[config.mk]
export PLATFORM = sky130hd
export DESIGN_NAME = bram_port_arbiter
export DESIGN_NICKNAME = d
export VERILOG_FILES = /design/src/rtl/bram_port_arbiter.sv
export SDC_FILE = /design/constraint.sdc
export NUM_CORES = 1
export LEC_CHECK = 0
export ABC_CLOCK_PERIOD_IN_PS = 3100
export BUFFER_PORTS_ARGS = -buffer_cell sky130_fd_sc_hd__buf_2
export CAP_MARGIN = 30
export CORE_AREA = 5 5 108 110
export DETAILED_ROUTE_END_ITERATION = 7
export DIE_AREA = 0 0 113 115
export PLACE_DENSITY_LB_ADDON = 0.15
export SKIP_LAST_GASP = 1
export SYNTH_ARGS = -nofsm -noshare
export SYNTH_HDL_FRONTEND = slang
export SYNTH_SLANG_ARGS = --single-unit
[constraint.sdc]
create_clock -name clk -period 3.1 [get_ports clk]
set_input_delay 0.31 -clock clk [delete_from_list [all_inputs] [get_ports clk]]
set_output_delay 0.31 -clock clk [all_outputs]
set_load 0.005 [all_outputs]
[src/rtl/bram_port_arbiter.sv]
// rtl/bram_port_arbiter.sv - Shared BRAM port arbiter with tagged read return
// Round-robin or fixed-priority grant, optional lock, range check and per-master rvalid.
module bram_port_arbiter #(
  parameter int NUM_MASTERS  = 3,
  parameter int ADDR_W       = 16,
  parameter int ROW_BITS     = 13,
  parameter int DATA_W       = 32,
  parameter int READ_LATENCY = 1,
  parameter int ARB_MODE     = 0
) (
  input  logic                            clk,
  input  logic                            rst,
  input  logic [NUM_MASTERS-1:0]          m_req,
  input  logic [NUM_MASTERS-1:0]          m_lock,
  input  logic [NUM_MASTERS*DATA_W/8-1:0] m_we,
  input  logic [NUM_MASTERS*ADDR_W-1:0]   m_addr,
  input  logic [NUM_MASTERS*DATA_W-1:0]   m_wdata,
  output logic [NUM_MASTERS-1:0]          m_gnt,
  output logic [NUM_MASTERS-1:0]          m_rvalid,
  output logic [DATA_W-1:0]               m_rdata,
  output logic [NUM_MASTERS-1:0]          m_err,
  output logic [DATA_W/8-1:0]             mem_we,
  output logic [ROW_BITS-1:0]             mem_addr,
  output logic [DATA_W-1:0]               mem_din,
  input  logic [DATA_W-1:0]               mem_dout
);

  localparam int BE_W  = DATA_W / 8;
  localparam int IDX_W = $clog2(NUM_MASTERS);
  localparam logic [IDX_W-1:0] LAST_IDX = IDX_W'(NUM_MASTERS - 1);

  logic [IDX_W-1:0] ptr_q;
  logic [IDX_W-1:0] lock_idx_q;
  logic [IDX_W-1:0] sel_q;
  logic [IDX_W-1:0] gnt_idx;
  logic [IDX_W-1:0] sel;
  logic             lock_v_q;
  logic             lock_active;
  logic             gnt_any;
  logic             oor;
  logic             is_read;
  logic [BE_W-1:0]  we_sel;

  logic [READ_LATENCY-1:0]            tag_v_q;
  logic [READ_LATENCY-1:0]            tag_e_q;
  logic [READ_LATENCY-1:0][IDX_W-1:0] tag_g_q;

  always_comb begin : arb
    logic [IDX_W-1:0] cand;
    cand        = '0;
    gnt_any     = 1'b0;
    gnt_idx     = '0;
    lock_active = lock_v_q && m_req[lock_idx_q] && m_lock[lock_idx_q];
    if (lock_active) begin
      gnt_any = 1'b1;
      gnt_idx = lock_idx_q;
    end else if (ARB_MODE != 0) begin
      for (int i = NUM_MASTERS - 1; i >= 0; i--) begin
        if (m_req[i]) begin
          gnt_any = 1'b1;
          gnt_idx = IDX_W'(i);
        end
      end
    end else begin
      // Walk backwards so the requester closest to ptr is the last to overwrite.
      for (int k = NUM_MASTERS - 1; k >= 0; k--) begin
        cand = IDX_W'((int'(ptr_q) + k) % NUM_MASTERS);
        if (m_req[cand]) begin
          gnt_any = 1'b1;
          gnt_idx = cand;
        end
      end
    end
  end

  // The port mux keeps pointing at the last granted master while idle.
  assign sel = gnt_any ? gnt_idx : sel_q;

  generate
    if (ADDR_W > ROW_BITS + 2) begin : g_range
      assign oor = |m_addr[int'(sel)*ADDR_W + ROW_BITS + 2 +: ADDR_W - ROW_BITS - 2];
    end else begin : g_norange
      assign oor = 1'b0;
    end
  endgenerate

  always_comb begin
    we_sel   = m_we[int'(sel)*BE_W +: BE_W];
    mem_addr = m_addr[int'(sel)*ADDR_W + 2 +: ROW_BITS];
    mem_din  = m_wdata[int'(sel)*DATA_W +: DATA_W];
    is_read  = ~|we_sel;
    mem_we   = (gnt_any && !oor) ? we_sel : '0;
    m_gnt    = '0;
    if (gnt_any) m_gnt[gnt_idx] = 1'b1;
  end

  always_ff @(posedge clk or posedge rst) begin
    if (rst) begin
      ptr_q      <= '0;
      lock_v_q   <= 1'b0;
      lock_idx_q <= '0;
      sel_q      <= '0;
      m_err      <= '0;
      tag_v_q    <= '0;
      tag_e_q    <= '0;
      tag_g_q    <= '0;
    end else begin
      m_err <= '0;
      if (gnt_any) begin
        sel_q      <= gnt_idx;
        lock_v_q   <= m_lock[gnt_idx];
        lock_idx_q <= gnt_idx;
        if (oor) m_err[gnt_idx] <= 1'b1;
        if (ARB_MODE == 0 && !lock_active)
          ptr_q <= (gnt_idx == LAST_IDX) ? '0 : gnt_idx + IDX_W'(1);
      end else begin
        lock_v_q <= 1'b0;
      end
      tag_v_q[0] <= gnt_any && is_read;
      tag_e_q[0] <= oor;
      tag_g_q[0] <= gnt_idx;
      for (int i = 1; i < READ_LATENCY; i++) begin
        tag_v_q[i] <= tag_v_q[i-1];
        tag_e_q[i] <= tag_e_q[i-1];
        tag_g_q[i] <= tag_g_q[i-1];
      end
    end
  end

  always_comb begin
    m_rvalid = '0;
    if (tag_v_q[READ_LATENCY-1]) m_rvalid[tag_g_q[READ_LATENCY-1]] = 1'b1;
    m_rdata = tag_e_q[READ_LATENCY-1] ? '0 : mem_dout;
  end

endmodule
==> out/results.tsv, run 1 <==
metric	value	unit
slew_headroom	40.8	%
cp_max_fo	5	
holdCritPathClass	in -> async	
synth_edf_count	0	
failed_checks	negative setup slack	
netlist.area_leader.share	20.8	%
drive_above_1_share	74.3	%
wl_per_cell	15.6	um
synth_area_leader_cell	mux2i_1	
clk_pin_slew	0.06	ns
place.gp.congestion	0.836	
ant_nets	0	
viasPerCell	4.38	
ys_seq_elements	14	
cts_buffers	3	
finalSetupViolCount	5	
worstMarginPinSlew	0.888	ns
syn_area	2450	sq um
core-area	10600	sq um
startpoint_type	register	
chipWidth	113	um
path_cells	ha_4 > maj3_2 > a221oi_4 > nand2b_4 > a31o_4 > buf_12 > mux2i_4 > a2bb2oi_4 > and3b_1 > buf_2	
worstSetupEndpointType	output pin	
clock_latency	0.24	ns
clock_skew	0.00140	ns
io_pins	286	
ys_seq_area_share	14.3	%
io_buffers	279	
power_density	1140	nW/um^2
synth_commonest_cells	mux2i_1, nand2_2, o21ai_2, nor2b_1, dfrtp_1	
synth_top_flop_cell	dfrtp_1	
rsz0062_at_grt	yes	
antenna_found_initial	0	
path_class	reg -> out	
cts.sinks	14	
grt-ovfl-total	0	
slowest_stage	dfrtp_1	
cts_hold_buf	0	
finalMaxSlewViolations	0	
grt_max_degree	33	
cp.arrival	2.82	ns
grt_use_total	15.3	%
die-area	13000	sq um
start_util	23.1	%
htree_levels	1	
die_h	115	um
finalCritPeriodShare	101	%
fin_cells	713	
post-route-util	42.9	%
num_vias	3126	
cpPeakStageDelay	0.42	ns
drc	0	
num_antenna_cells	0	
dp_hpwl	9180	um
p_leak	2.55	nW
place_inst	694	
peakVddDrop	0.379	mV
grt_pass1_wl	16300	um
status	complete, but fails checks	
cts_buffer_depth	2	
pre_cts_slack	0.0678	ns
hold_viol_final	0	
synth.area.top_cells	mux2i_1, dfrtp_1, o21ai_2	
max_freq	319	MHz
cts-root-buf	clkbuf_8	
grt_pass1_vias	3298	
syn-num-nets	481	
worst_slack	-0.0329	ns
finalNetCount	772	
synth-async-reset-ratio	100	%
crit_required	2.79	ns
syn_to_final_growth	85.5	%
yosysMostFrequentCell	mux2i_1	
drtPass1Iterations	4	
routed_wirelength	11100	um
first_iter_violations	109	
maxCapViolCount	0	
cts_tree	done	
synth_cell_types	47	
syn_avg_cell_area	8.67	sq um
fp-row-count	38	
fin_crit	3.13	ns
power.total	5.20	mW
syn-instance-count	283	
yosys_warnings	0	
[path summary, 6_finish.rpt]
kind	start	slack [ns]	endpoint	depth (start not counted)
worst max register to register	ptr_q[1]	0.25	tag_v_q	12
worst max-delay path	ptr_q[1]	-0.03	mem_we[2]	10
min in group clk	m_lock[1]	0.36	lock_v_q	3
worst min register to register	ptr_q[0]	0.54	ptr_q[0]	2
worst min-delay path	rst	0.09	m_err[1]	2
max in group asynchronous	rst	2.67	sel_q[1]	2
[per-stage QoR]
stage / hold WS (ns) / area, sq um / TNS, ns
final: 0.0896 / 4550 / -0.135
after detailed placement: 0.372 / 3970 / 0
after global routing: 0.156 / 4550 / -5.89
after CTS: 0.116 / 4270 / -0.0648
after global placement: 0.371 / 3970 / 0
after floorplan: 0.199 / 2450 / 0
[routing by layer]
layer | global-route usage (%) | vias to the layer above | part of all wire [%]
met3 | 4.84 | 10 | 9.0
met2 | 28.9 | 136 | 54
li1 | - | 1572 | -
met1 | 17.2 | 1408 | 36
met5 | 0 | - | 0
met4 | 2.40 | 0 | 1.0
[where the power goes]
part | switching (mW) | total (mW) | internal, mW
sequential | 0.106 | 0.369 | 0.263
combinational | 2.18 | 4.65 | 2.47
clock | 0.0612 | 0.173 | 0.112
total | 2.35 | 5.20 | 2.85
[cells in the final DEF (no fill, tap or decap), drive strengths merged, types with 2 or more instances in the layout]
master / count
o21ai: 46
a21o: 6
and2: 2
clkbuf: 5
ha: 2
o2bb2ai: 3
inv: 11
a21oi: 2
maj3: 2
nor2: 9
nor3b: 2
and3b: 6
nand2: 53
dfrtp: 14
buf: 305
a2bb2oi: 2
mux2i: 51
nor2b: 33
[sequential cells by signal (all words and copies together) (netlist names)]
name        cells
lock_idx_q      2
lock_v_q        1
m_err           3
ptr_q           2
sel_q           2
tag_e_q         1
tag_g_q         2
tag_v_q         1
[cell families (layout without fill, tap and decap cells)]
group                      count (synthesis)  in the layout  synth area share [%]
AOI/OAI and AO/OA                         70             70                  25.2
adders and majority gates                  4              4                  1.89
buffers and inverters                     32            321                  9.84
DFF                                       14             14                  14.3
muxes                                     52             52                  21.3
and+or+nand+nor                          111            112                  27.5
[cell type report]
type | instances | area (sq um)
Sequential cell | 14 | 350
Tap cell | 140 | 175
Timing Repair Buffer | 306 | 1780
Fill cell | 1099 | 6050
Multi-Input combinational cell | 238 | 2150
Clock buffer | 4 | 55.1
Inverter | 11 | 41.3
[timing repair]
item                       4_1_cts  5_1_grt
cloned                           3        1
resized for setup               20       43
buffers inserted                 6        5
setup endpoints to repair       49       49
pin swaps                        6       18
[critical path: cells and delay by family (launching register included)]
family / cells / cell delay [ns]
mux: 1 / 0.23
buf+inv: 2 / 0.25
simple gates: 2 / 0.39
fa+ha+maj: 2 / 0.60
flops: 1 / 0.42
compound gates: 3 / 0.70
Note: power is estimated with default switching activity, not from simulation.
==> run 2, diff against run 1 <==
Settings changed: MAX_ROUTING_LAYER from default to met4.
==> run 2 against run 1 <==
Compared with the run above:
- the flow still finishes with violations (negative setup slack)
- non-clock buffer count unchanged
- sequential power about the same
- via count increased by 0.58%
- final cell count unchanged
- sequential share of layout area unchanged
==> out/results.tsv, run 2 (synthesized netlist as in run 1, its figures left out) <==
metric	value	unit	change
p_leak	2.55	nW	unchanged
switchingPower	2.35	mW	+0.13%
power_density	1140	nW/um^2	about the same
htree_levels	1		unchanged
core-area	10600	sq um	unchanged
cts.sinks	14		unchanged
fin_area	4550	sq um	unchanged
cts-root-buf	clkbuf_8		
drive_above_1_share	74.3	%	unchanged
final_cell_mix	buf_2, o21ai_2, mux2i_1		
drtPass1Iterations	4		unchanged
registers.top_by_ff_count	m_err		
cts_hold_buf	0		unchanged
finalCritPeriodShare	101	%	about the same
die-area	13000	sq um	unchanged
die_h	115	um	unchanged
max_freq	319	MHz	about the same
finalMaxSlewViolations	0		unchanged
dp_hpwl	9180	um	unchanged
grt_max_degree	33		unchanged
num_antenna_cells	0		unchanged
failed_checks	negative setup slack		
antenna_found_initial	0		unchanged
status	complete, but fails checks		
cpPeakStageDelay	0.42	ns	about the same
routed_wirelength	11100	um	+0.17%
io_buffers	279		unchanged
io_pins	286		unchanged
start_util	23.1	%	unchanged
slew_headroom	40.7	%	-0.14 points
grt_use_total	15.8	%	+0.47 points
clk_pin_slew	0.06	ns	about the same
peakVddDrop	0.377	mV	-0.49%
combPwrFrac	89.6	%	about the same
num_vias	3144		+0.58%
grt_pass1_wl	16300	um	about the same
finalNetCount	772		unchanged
ant_nets	0		unchanged
fin_cells	713		unchanged
p_clk_share	3.3	%	about the same
path_class	reg -> out		
cp_max_fo	5		unchanged
reg2reg_from	ptr_q[1]		
clock_skew	0.000577	ns	-0.000828 ns
cts_buffers	3		unchanged
worstMarginPinSlew	0.890	ns	+0.00204 ns
place_inst	694		unchanged
final_common_cell	buf_2		
finalSetupViolCount	5		unchanged
fin_crit	3.13	ns	+0.00199 ns
power_switching_share	45.2	%	about the same
cts_buffer_depth	2		unchanged
p_int	2.85	mW	about the same
worstSetupEndpointType	output pin		
rsz0062_at_grt	yes		
fp-row-count	38		unchanged
wl_per_cell	15.6	um	+0.17%
chipWidth	113	um	unchanged
syn_to_final_growth	85.5	%	unchanged
seq_power_share	7.1	%	about the same
viasPerCell	4.41		+0.58%
crit_required	2.79	ns	about the same
worst_slack	-0.0349	ns	-0.00199 ns
largest_register_ffs	3		unchanged
hold_viol_final	0		unchanged
maxCapViolCount	0		unchanged
cts_tree	done		
first_iter_violations	100		-8.3%
place.gp.congestion	0.849		+1.6%
grt-ovfl-total	0		unchanged
path_cells	ha_4 > maj3_2 > a221oi_4 > nand2b_4 > a31o_4 > buf_12 > mux2i_4 > a2bb2oi_4 > and3b_1 > buf_2		
place_area	3970	sq um	unchanged
startpoint	ptr_q[1]		
slowest_stage	dfrtp_1		
startpoint_type	register		
holdCritPathClass	in -> async		
cp.arrival	2.82	ns	about the same
grt_pass1_vias	3301		+0.091%
drc	0		unchanged
clock_latency	0.24	ns	about the same
==> run 2: cell counts in the layout (fill, tap and decap cells not counted) <==
Identical to the previous run, type by type.
==> run 2: final cells by class <==
type	instances	area (sq um)
inverter	11	41.3
sequential	14	350
fill	1099	6050
timing repair buffer	306	1780
clock buffer	4	55.1
tap	140	175
multi-input combinational	238	2150
==> run 2: worst paths after layout <==
kind                              to  slack [ns]  cells past startpoint
setup / recovery           mem_we[2]       -0.03                     10
hold / removal              m_err[1]        0.09                      2
setup reg to reg             tag_v_q        0.25                     12
hold reg to reg             ptr_q[0]        0.54                      2
max in group asynchronous   ptr_q[1]        2.67                      2
min in group clk            lock_v_q        0.35                      3
==> run 2: layer usage <==
metal | vias up | routed length (um) | share of wire [%] | GRT usage, %
met5 | - | 0 | 0 | -
met4 | 0 | 114 | 1.0 | 2.40
met3 | 10 | 790 | 7.1 | 3.05
met2 | 147 | 6030 | 54 | 28.9
met1 | 1407 | 4190 | 38 | 18.3
li1 | 1580 | - | - | -
==> run 2: repair_timing <==
item / 4_1_cts / 5_1_grt
setup buffers: 6 / 5
gates cloned: 3 / 1
pin swaps: 6 / 18
endpoints found under the setup margin: 49 / 49
gates resized for setup: 20 / 43
==> run 2: stage by stage <==
stage	TNS, ns	util, %	total power, mW	worst slack (ns)	hold WS [ns]
6_report	-0.142	42.9	5.20	-0.0349	0.0896
5_1_grt	-5.89	42.9	5.61	-0.178	0.156
4_1_cts	-0.0648	40.3	4.83	-0.0293	0.116
3_5_place_dp	0	37.4	4.11	0.0678	0.372
3_3_place_gp	0	37.4	4.08	0.0801	0.371
2_1_floorplan	0	-	2.89	0.304	0.199
==> run 2: critical path, delay by kind of cell, from the launching register on <==
| kind | cells | cell delay [ns] |
|---|---|---|
| AND/OR/NAND/NOR | 2 | 0.39 |
| adder cells (fa/ha/maj) | 2 | 0.60 |
| buffers and inverters | 2 | 0.25 |
| AO/OA/AOI/OAI | 3 | 0.70 |
| multiplexers | 1 | 0.23 |
| flip-flops | 1 | 0.42 |
==> run 2: power groups by stage <==
stage | logic, mW | clock network (mW) | registers, mW
2_1_floorplan | 2.58 | 0 | 0.310
3_3_place_gp | 3.72 | 0 | 0.361
3_5_place_dp | 3.75 | 0 | 0.365
4_1_cts | 4.29 | 0.176 | 0.370
5_1_grt | 5.03 | 0.189 | 0.388
6_report | 4.66 | 0.173 | 0.370
==> run 3, diff against run 2 <==
Settings changed: ABC_AREA from default to 1.
==> run 3 against run 2 <==
Compared with the run above:
- total power is 16% higher
- worst hold slack better by 0.0078 ns
- sequential share of layout area up 1.2 points
- the flow now finishes without violations
- sequential power about the same
- critical endpoint is now mem_din[22]
- synthesized cell count rose by 49%
- largest cell class unchanged
- fmax up 9.5%
- via count grew 13%
- register-to-register slack better by 0.50 ns
==> out/results.tsv, run 3 <==
metric	value	unit	change
status	completed		
worst_slack	0.236	ns	+0.271 ns
grt_pass1_wl	16600	um	+1.8%
die_h	115	um	unchanged
grt_max_degree	51		+55%
drtPass1Iterations	4		unchanged
io_pins	286		unchanged
die-area	13000	sq um	unchanged
io_buffers	279		unchanged
peakVddDrop	0.646	mV	+71%
fp-row-count	38		unchanged
power_density	1530	nW/um^2	+33%
yosysMostFrequentCell	nor2_1		
grt_pass1_vias	3492		+5.8%
tns	0	ns	+0.142 ns
grt-ovfl-total	0		unchanged
synth.area.top_cells	dfrtp_1, nor2_1, nand2_1		
dp_hpwl	9340	um	+1.7%
yosys_warnings	0		unchanged
startpoint_type	register		
rsz0062_at_grt	yes		
netlist.area_leader.share	15.4	%	-5.4 points
p_leak	2.40	nW	-6.1%
pre_cts_slack	0.293	ns	+0.226 ns
seq_area	350	sq um	unchanged
maxCapViolCount	0		unchanged
synth_top_flop_cell	dfrtp_1		
num_vias	3564		+13%
multi_input_area	1550	sq um	-28%
finalCritPeriodShare	92.4	%	-8.8 points
clock_skew	0.00188	ns	+0.00130 ns
slowest_stage	dfrtp_1		
viasPerCell	4.27		-3.1%
hold_viol_final	0		unchanged
ys_seq_area_share	15.4	%	+1.2 points
clock_latency	0.24	ns	about the same
timing.hold.ws	0.0974	ns	+0.00781 ns
synth_commonest_cells	nor2_1, nand2_1, inv_1, o21ai_0, o21ai_1		
syn-instance-count	423		+49%
syn_avg_cell_area	5.36	sq um	-38%
slew_headroom	37.6	%	-3.1 points
cpPeakStageDelay	0.39	ns	-0.03 ns
final_cell_mix	buf_2, nor2_1, nand2_1		
drc	0		unchanged
power.total	6.01	mW	+16%
largest_register_ffs	3		unchanged
first_iter_violations	119		+19%
holdCritPathClass	in -> async		
synth_cell_types	30		-36%
max_freq	349	MHz	+9.5%
wl_per_cell	13.5	um	-13%
start_util	21.4	%	-1.7 points
core-area	10600	sq um	unchanged
cts.sinks	14		unchanged
cts_buffers	3		unchanged
synth_edf_count	0		unchanged
antenna_found_initial	0		unchanged
ys_seq_elements	14		unchanged
cts_tree	done		
fillCellCount	1216		+11%
syn-num-nets	621		+29%
registers.top_by_ff_count	m_err		
path_class	reg -> out		
grt_use_total	15.8	%	about the same
clk_pin_slew	0.06	ns	about the same
fin_crit	2.86	ns	-0.271 ns
routed_wirelength	11300	um	+1.5%
finalNetCount	892		+16%
worstSetupEndpointType	output pin		
cp.arrival	2.55	ns	-0.27 ns
synth-async-reset-ratio	100	%	unchanged
finalSetupViolCount	0		-5
chipWidth	113	um	unchanged
cts_buffer_depth	2		unchanged
ant_nets	0		unchanged
path_cells	inv_1 > ha_2 > inv_2 > nand2_1 > nand3_2 > nand2_1 > nor2_4 > nand3_4 > inv_2 > nand2_2 > nand2_4 > nand2_4 > clkinv_8 > buf_12 > nand2_1 > o21ai_0 > buf_2		
cpMostUsedCell	nand2_1		
crit_required	2.79	ns	about the same
drive_above_1_share	46.9	%	-27 points
syn_to_final_growth	73.8	%	
synth_area_leader_cell	dfrtp_1		
htree_levels	1		unchanged
place.gp.congestion	0.852		+0.33%
finalMaxSlewViolations	0		unchanged
worstMarginPinSlew	0.936	ns	+0.0463 ns
syn_area	2270	sq um	-7.5%
final_common_cell	buf_2		
cts-root-buf	clkbuf_8		
cp_max_fo	22		+17
==> run 3: path summary, 6_finish.rpt <==
check / slack [ns] / start / depth (start not counted) / to
max in group asynchronous: 2.65 / rst / 2 / sel_q[0]
max reg2reg: 0.75 / ptr_q[0] / 18 / tag_v_q
min in group clk: 0.33 / m_lock[2] / 3 / lock_v_q
min reg2reg: 0.51 / ptr_q[1] / 2 / ptr_q[1]
max: 0.24 / ptr_q[0] / 17 / mem_din[22]
min: 0.1 / rst / 2 / m_err[2]
==> run 3: through the flow <==
step                      cell area, sq um  utilization [%]  cells
after detailed placement              3760             35.4    825
after CTS                             3810             36.0    829
after global placement                3760             35.4    825
after floorplan                       2270                -    423
final                                 3940             37.2    834
after global routing                  3940             37.2    833
==> run 3: worst max-delay path: cells and delay by family (launching register included) <==
family / cells / cell delay (ns)
and+or+nand+nor: 9 / 0.86
buffers and inverters: 6 / 0.67
DFF: 1 / 0.39
adders and majority gates: 1 / 0.30
AOI/OAI and AO/OA: 1 / 0.09
==> run 3: what timing repair did <==
action | in CTS | in global routing
buffers inserted | 0 | 2
setup endpoints to repair | 0 | 49
hold buffers | 0 | 0
resized for setup | 0 | 14
==> run 3: power by group <==
| group | switching, mW | internal [mW] |
|---|---|---|
| registers | 0.0969 | 0.270 |
| clock network | 0.0623 | 0.112 |
| logic | 3.25 | 2.23 |
| total | 3.40 | 2.61 |
==> run 3: routing by layer <==
layer  track usage, %  vias up  routed length (um)
li1                 -     1858                   -
met1             16.7     1567                4240
met2             31.4      133                6230
met3             2.79        6                 759
met4             1.84        0                  68
met5                -        -                   0
==> run 3: cells by family (layout without fill, tap and decap cells) <==
group	after synthesis	count (layout)	share of synthesized area, %
and+or+nand+nor	216	216	41.8
AOI/OAI and AO/OA	99	99	23.2
buffers and inverters	92	362	18.4
DFF	14	14	15.4
adders and majority gates	2	2	1.10
other	0	1	0
==> run 3: final cells by class <==
type                            count  area share (%)
Antenna cell                        1          0.0635
Clock buffer                        4            1.40
Inverter                           69            6.89
Multi-Input combinational cell    317            39.2
Sequential cell                    14            8.89
Tap cell                          140            4.44
Timing Repair Buffer              288            38.9
Timing Repair inverter              1           0.222
